File: src/rtl/hazard_unit.sv
// Hazard unit: combinational EX forwarding selects and load-use stall/flush, plus registered event counters.
// Controls are zero-latency and never wait on anything; counters update one edge after the event.
module hazard_unit #(
    parameter int WIDTH = 32
) (
    input  logic             clk,
    input  logic             reset,
    input  logic             RegWriteW,
    input  logic             RegWriteM,
    input  logic             MemtoRegE,
    input  logic             Match_1E_M,
    input  logic             Match_1E_W,
    input  logic             Match_2E_M,
    input  logic             Match_2E_W,
    input  logic             Match_12D_E,
    output logic [1:0]       ForwardAE,
    output logic [1:0]       ForwardBE,
    output logic             LDRstall,
    output logic             StallF,
    output logic             StallD,
    output logic             FlushE,
    output logic [WIDTH-1:0] StallCount,
    output logic [WIDTH-1:0] FwdCount
);

    logic fwd_active;

    // Memory stage is checked first so the newest in-flight value wins.
    always_comb begin
        ForwardAE = 2'b00;
        if (Match_1E_M && RegWriteM)
            ForwardAE = 2'b10;
        else if (Match_1E_W && RegWriteW)
            ForwardAE = 2'b01;
    end

    always_comb begin
        ForwardBE = 2'b00;
        if (Match_2E_M && RegWriteM)
            ForwardBE = 2'b10;
        else if (Match_2E_W && RegWriteW)
            ForwardBE = 2'b01;
    end

    assign fwd_active = (ForwardAE != 2'b00) || (ForwardBE != 2'b00);

    // The flush drops MemtoRegE next cycle, so the stall self-terminates without local state.
    assign LDRstall = Match_12D_E & MemtoRegE;
    assign StallF   = LDRstall;
    assign StallD   = LDRstall;
    assign FlushE   = LDRstall;

    always_ff @(posedge clk) begin
        if (reset) begin
            StallCount <= '0;
            FwdCount   <= '0;
        end else begin
            StallCount <= StallCount + WIDTH'(LDRstall);
            FwdCount   <= FwdCount + WIDTH'(fwd_active);
        end
    end

endmodule

File: config.mk
export PLATFORM = sky130hd
export DESIGN_NAME = hazard_unit
export DESIGN_NICKNAME = d
export VERILOG_FILES = /design/src/rtl/hazard_unit.sv
export SDC_FILE = /design/constraint.sdc
export NUM_CORES = 1
export LEC_CHECK = 0
export ABC_CLOCK_PERIOD_IN_PS = 5000
export BUFFER_PORTS_ARGS = -buffer_cell sky130_fd_sc_hd__buf_2
export CAP_MARGIN = 20
export CORE_MARGIN = 1
export CORE_UTILIZATION = 30
export DETAILED_ROUTE_END_ITERATION = 6
export GPL_TIMING_DRIVEN = 0
export HOLD_SLACK_MARGIN = 0.06
export SLEW_MARGIN = 30
export SYNTH_ARGS = -nofsm -noshare
export SYNTH_HDL_FRONTEND = slang
export SYNTH_SLANG_ARGS = --single-unit
File: constraint.sdc
create_clock -name clk -period 5 [get_ports clk]
set_clock_uncertainty 0.15 [all_clocks]
set_input_delay 0.5 -clock clk [delete_from_list [all_inputs] [get_ports clk]]
set_output_delay 0.5 -clock clk [all_outputs]
set_load 0.005 [all_outputs]
==> results of run 1 <==
worst register-to-register path: cells and delay by family, from the launching register on:
family	cells	cell delay, ns
flip-flops	1	0.36
AND/OR/NAND/NOR	3	1.36
AO/OA/AOI/OAI	1	0.15
adder cells (fa/ha/maj)	2	0.58
cell usage after synthesis:
master	count	area share, %
buf_2	1	0.16
and4_1	7	2.0
dfxtp_1	64	42
buf_4	3	0.74
or3_2	6	1.5
and2_1	1	0.21
ha_1	5	2.1
and4_2	2	0.66
and3_1	5	1.0
or4_4	1	0.37
a21oi_1	37	6.1
clkbuf_1	10	1.2
nor2_1	23	2.8
or4_1	22	5.4
nand4_1	18	3.7
nor4_1	5	1.0
mux2_2	1	0.37
xor2_1	9	2.6
xnor2_1	13	3.7
and3_2	2	0.49
o21ai_0	17	2.8
clkbuf_8	2	0.90
nor3_1	4	0.66
or3_1	12	2.5
nor2b_1	5	1.0
buf_6	2	0.74
nand4bb_1	1	0.37
nand2_1	18	2.2
nand4_4	1	0.70
o31ai_1	21	5.2
inv_1	11	1.4
nand3_1	20	3.3
and2_2	1	0.25
report_power, final:
group	internal, mW	total (mW)	switching, mW
Sequential	0.513	0.517	0.00433
Clock	0.347	0.565	0.218
Combinational	0.0176	0.0392	0.0216
Total	0.878	1.12	0.244
kinds of logic (layout without fill, tap and decap cells):
logic type / count (synthesis) / count (layout)
AO/OA/AOI/OAI: 75 / 75
XOR/XNOR: 22 / 22
adder cells (fa/ha/maj): 5 / 5
buffers and inverters: 29 / 126
flip-flops: 64 / 64
multiplexers: 1 / 1
AND/OR/NAND/NOR: 154 / 154
final timing paths:
| path | from | endpoint | slack [ns] | cells after the start |
|---|---|---|---|---|
| worst min-delay path | StallCount[22] | StallCount[22] | 0.34 | 2 |
| worst min register to register | StallCount[22] | StallCount[22] | 0.34 | 2 |
| worst max-delay path | RegWriteM | FwdCount[30] | 2.26 | 9 |
| worst max register to register | FwdCount[0] | FwdCount[30] | 2.35 | 6 |
metrics by stage:
step	worst slack [ns]	hold WS (ns)	power, mW	instance area, um2
after detailed placement	1.88	0.331	0.569	3620
after floorplan	2.30	0.318	0.550	3050
after global routing	2.07	0.354	1.16	3880
after global placement	1.95	0.320	0.569	3620
after CTS	2.26	0.338	1.14	3880
final	2.26	0.338	1.12	3880
state kept, by name, summed over array words and instances, names as in the netlist:
register and cells:
FwdCount 32, StallCount 32
metal layers:
layer	vias to the layer above	share of wire [%]	wire, um
met5	-	0	0
met4	0	2.3	182
met3	15	3.5	280
met2	69	46	3730
met1	1428	48	3860
li1	1499	-	-
area by class of cell:
class                      instances  area [um2]  share of cell area [%]
timing repair buffer              81         405                    10.5
sequential                        64        1280                    33.1
inverter                          11        41.3                    1.07
clock buffer                      10         138                    3.55
tap                              133         166                    4.29
buffer                            18         115                    2.97
multi-input combinational        257        1610                    41.6
clock inverter                     6         115                    2.97
==> results by group, run 1 <==
Status
  – Outcome: finished, final reports clean

Finish
  – FILL cells: 1028
  – Most frequent cells in the layout: buf_2 (82), dfxtp_1 (64), a21oi_1 (37), nor2_1 (23), or4_1 (22)
  – Non-Filler Instances: 580
  – Diode count: 0
  – Final Core Density: 39.5%
  – Layout area overhead: 27.0%
  – Commonest non-fill, non-tap cell in the layout: buf_2
  – Nets: 457
  – Fraction of layout cells with a size suffix above 1: 26.6%

GRT
  – First-pass GRT wire length: ~13 mm
  – Gr usage total: between 10% and 20%
  – Met2 usage: about a quarter
  – Largest net degree at the start of global routing: 13
  – Initial antenna violation count: 0
  – Layer with the highest usage: met2
  – Vias in the first global route: 2591
  – Grt met1 use: about a fifth
  – Met3 usage: 2.85%
  – GRT overflow: 0

Floorplanning
  – Die X: 103 um
  – Die area: 10600 um2
  – Core area: ~9800 um2
  – Starting Density: between 30% and 40%
  – I/O pin cnt: 82
  – Row cnt: 36
  – Die height: 103 um

Logic synthesis
  – Synth Area in Compound Gates: approximately 14%
  – Largest family of logic cells by synthesized area: simple AND/OR/NAND/NOR gates
  – YS warnings: 0
  – Syn_nets: roughly 370
  – Mapped Area: 3050 um2
  – Register area share after synthesis: a little over two fifths
  – Synth unique cells: 33
  – Yosys reg bits: 64
  – Post-Synth Adder-Cell Area: 2.05%
  – Mapped Cells: 350
  – Xor and xnor area share after synthesis: 6.31%
  – Post-Synth Simple-Gate Area: a little under a third
  – Syn avg cell area: 8.72 um2
  – Mux share of post-synthesis cell area: 0.369%

Clock network
  – CTS Sinks: 64
  – Post-CTS Resized: 0
  – CTS H-Tree Depth: 3
  – Clk slew on worst S/H paths: 0.08 ns
  – Skew-Pair Late Insertion Delay: 0.35 ns
  – CTS root buffer: clkbuf_8
  – CTS Buf Count: 9
  – Longest Clk Path Bufs: 2
  – Setup Fix Bufs, Post-CTS: 0
  – TritonCTS clock tree: done
  – CTS Hold Bufs: 0

Worst setup path
  – Crit path largest cell delay: 0.64 ns
  – Delay-heaviest family, CP: simple AND/OR/NAND/NOR gates
  – Worst path bufs/invs: 1
  – Worst EP arrival: 2.87 ns
  – Slowest CP cell: or4_4
  – CP Class: in -> reg
  – Cell breakdown of the critical path: buf_2 -> nand2_1 -> nand3_1 -> ha_1 -> ha_1 -> nand4_4 -> or4_4 -> or4_1 -> a21oi_1
  – Top cell by count, worst path: ha_1
  – Worst EP required: 5.13 ns
  – Maximum fanout along the worst path: 8
  – Worst setup EP type: flip-flop
  – CP Launch Type: input pin

Timing
  – Period utilisation layout: approximately 55%
  – Clock period minus worst slack: 2.74 ns
  – Max Freq: between 300 and 400 MHz
  – Setup TNS: 0 ns
  – Hold Fails Final Rpt: 0
  – RSZ-0062 raised after global routing: false
  – Final slew viol count: 0
  – Slew margin rel.: 64.7%
  – Final setup viols: 0
  – Tightest Pin Transition: approximately 0.53 ns

Run
  – Max-Cap Viols: 0

Routing
  – Initial DRC Count: between 100 and 150
  – Antenna Nets Post-Route: 0
  – Drt total wl: 8.05 mm
  – Via density: 5.19
  – Wire length per cell: between 10 and 15 um
  – DRT Pass-1 Iters: 4
  – Drt drc: 0
  – Detailed-route via count: 3011

Hold path
  – Type of the worst min-delay path: reg -> reg

Power
  – Leakage: 1.49 nW
  – Peak VDD IR: 0.118 mV
  – P per Cell Area: 289 nW/um2

Placement
  – Placed cell count: 564
  – # port buffers: 81
  – Post-detail-place hpwl: 5.83 mm
  – GP Congestion: 0.796
No activity file was read; power rests on OpenSTA's default activity.
==> inputs of run 2 (changes only) <==
Settings changed: ABC_AREA set to 1, ABC_CLOCK_PERIOD_IN_PS 5000 to 2850.
Clock period 5 ns to 2.85 ns, I/O delays scaled along.
==> run 2 against run 1 <==
Clock-buffer cell count unchanged. Utilization decreased by 0.57 points. First-iteration DRC count increased by 35%. Non-clock buffer count decreased by 9.
==> results by group, run 2 <==
Finish
  – Most frequent cells in the layout: nand2_1 (141), nor2_1 (130), buf_2 (81), dfxtp_1 (64), a21oi_1 (37)
  – Diode count: 0
  – Fraction of layout cells with a size suffix above 1: between 20% and 30%
  – Biggest regs: FwdCount: 32 flops, StallCount: 32 flops
  – Commonest non-fill, non-tap cell in the layout: nand2_1
  – Non-Filler Instances: 753
  – Final Core Density: 38.9%
  – Finished Cell Area: 4250 um2
  – Layout area overhead: 25.7%
  – Nets: 623

Logic synthesis
  – Yosys top cell area share: between 30% and 40%
  – Cells taking the most area after synthesis: dfxtp_1 (38%), nand2_1 (16%), nor2_1 (14%)
  – Yosys reg bits: 64
  – FFs w/ async S/R, synth: 0%
  – Area leader, netlist: dfxtp_1
  – Synth unique cells: 26
  – Syn_nets: 531
  – Mapped Cells: 516
  – Top FF cell, synth: dfxtp_1
  – Register area share after synthesis: a little under two fifths
  – Post-synth EDFFs: 0
  – Top-count cell post-synth: nand2_1
  – Syn avg cell area: 6.56 um2
  – Commonest cells in the synthesized netlist: nand2_1 (141), nor2_1 (130), dfxtp_1 (64), a21oi_1 (37), inv_1 (36)
  – Mapped Area: 3380 um2
  – YS warnings: 0

Worst setup path
  – CP Launch Type: flip-flop
  – Worst EP arrival: 1.86 ns
  – Maximum fanout along the worst path: 6
  – R2r setup slk: 1.06 ns
  – Origin of the critical flop-to-flop path: FwdCount[0]
  – Worst EP required: between 2 and 3 ns
  – Worst setup EP type: flip-flop
  – R2R depth: 9
  – CP Class: reg -> reg
  – Reg-to-reg endpoint: FwdCount[22]

Timing
  – Slew margin rel.: 58.2%
  – Tightest Pin Transition: 0.626 ns
  – Final slew viol count: 0
  – RSZ-0062 raised after global routing: false
  – Max Freq: 559 MHz
  – Hold Fails Final Rpt: 0
  – Period utilisation layout: 62.7%
  – Clock period minus worst slack: 1.79 ns
  – Final setup viols: 0
  – Setup TNS: 0 ns
  – Setup WS post-layout: approximately 1.1 ns
  – Hold_ws: 0.261 ns

Floorplanning
  – Row cnt: 38
  – Die X: 108 um
  – Starting Density: a little over 30%
  – Core area: between 10000 and 15000 um2
  – Die height: 108 um
  – Die area: 11700 um2
  – I/O pin cnt: 82

Clock network
  – CTS Hold Bufs: 0
  – Post-CTS Resized: 0
  – Skew-Pair Late Insertion Delay: 0.33 ns
  – CTS Sinks: 64
  – TritonCTS clock tree: done
  – CTS Buf Count: 9
  – CTS root buffer: clkbuf_16
  – Setup Fix Bufs, Post-CTS: 0
  – CTS H-Tree Depth: 3
  – Clk slew on worst S/H paths: 0.06 ns
  – Longest Clk Path Bufs: 2

GRT
  – Largest net degree at the start of global routing: 12
  – Initial antenna violation count: 0
  – Gr usage total: between 10% and 20%
  – Vias in the first global route: 3193
  – First-pass GRT wire length: 14.9 mm
  – GRT overflow: 0

Hold path
  – Type of the worst min-delay path: in -> reg
  – WHS Path Cells: 3
  – WHS Endpoint: StallCount[9]
  – Hold Startpoint: reset

Placement
  – Post-Place Worst Slack: 0.834 ns
  – # port buffers: 81
  – Area post-placement: approximately 4000 um2
  – Placed cell count: 737
  – GP Congestion: 0.920
  – Post-detail-place hpwl: just under 7 mm

Routing
  – Initial DRC Count: 162
  – Drt total wl: 8.89 mm
  – Wire length per cell: 11.8 um
  – Antenna Nets Post-Route: 0
  – Detailed-route via count: 3470
  – DRT Pass-1 Iters: 6
  – Via density: approximately 4.6
  – Drt drc: 0

Power
  – Post-route total power: 2.06 mW
  – Peak VDD IR: between 0.3 and 0.4 mV
  – P_int: 1.61 mW
  – Comb pwr share: 3.9%
  – Clock power frac: a little over half
  – Sw Pwr: 0.454 mW
  – Leakage: roughly 1.8 nW
  – Switching share of power: 22.0%
  – P per Cell Area: 485 nW/um2
  – Sequential share of power: 44.0%

Run
  – Max-Cap Viols: 0

Status
  – Outcome: finished, final reports clean
[run 2: cell families (layout without fill, tap and decap cells)]
family                     Yosys count  in the layout  share of synthesized area, %
AOI/OAI and AO/OA                   48             48                          7.25
xor gates and xnor gates             9              9                          2.33
adders and majority gates            5              5                          1.85
buffers and inverters               46            143                          5.43
DFF                                 64             64                          37.9
and+or+nand+nor                    344            344                          45.3
[run 2: final cells by class]
class / instances / area [um2]
Sequential cell: 64 / 1280
Multi-Input combinational cell: 406 / 1920
Fill cell: 1188 / 6680
Tap cell: 140 / 175
Timing Repair Buffer: 81 / 405
Clock buffer: 10 / 229
Buffer: 9 / 45.0
Inverter: 37 / 139
Clock inverter: 6 / 60.1
[run 2: worst max path at each step]
stage / start / endpoint / slack [ns] / cells after the start
2_1_floorplan: Match_12D_E / StallCount[30] / 1.16 / 11
3_3_place_gp: RegWriteM / FwdCount[30] / 0.88 / 12
3_5_place_dp: RegWriteW / FwdCount[22] / 0.83 / 12
4_1_cts: FwdCount[0] / FwdCount[22] / 1.05 / 9
5_1_grt: FwdCount[0] / FwdCount[18] / 0.90 / 9
6_report: FwdCount[0] / FwdCount[22] / 1.06 / 9
[run 2: critical path: stages (launching register included)]
cell     delay [ns]
dfxtp_1        0.35
ha_1           0.18
ha_1           0.16
nand2_1        0.10
nor2_1         0.17
nand2_1        0.13
nor2_4         0.23
nand3_1        0.10
nand2_1        0.07
nor2_1         0.04
[run 2: layer usage]
metal	routed length [um]	global-route usage, %	share of wire [%]
met1	4100	19.2	46
met3	459	3.62	5.2
met4	89	4.79	1.0
met2	4240	29.3	48
met5	0	0	0
[run 2: power groups by stage]
stage / Combinational (mW) / Clock, mW / Sequential [mW]
floorplan: 0.0493 / 0 / 0.927
detailed placement: 0.0832 / 0 / 0.926
global placement: 0.0804 / 0 / 0.926
global route: 0.0949 / 1.14 / 0.908
CTS: 0.0836 / 1.11 / 0.907
finish: 0.0814 / 1.07 / 0.907
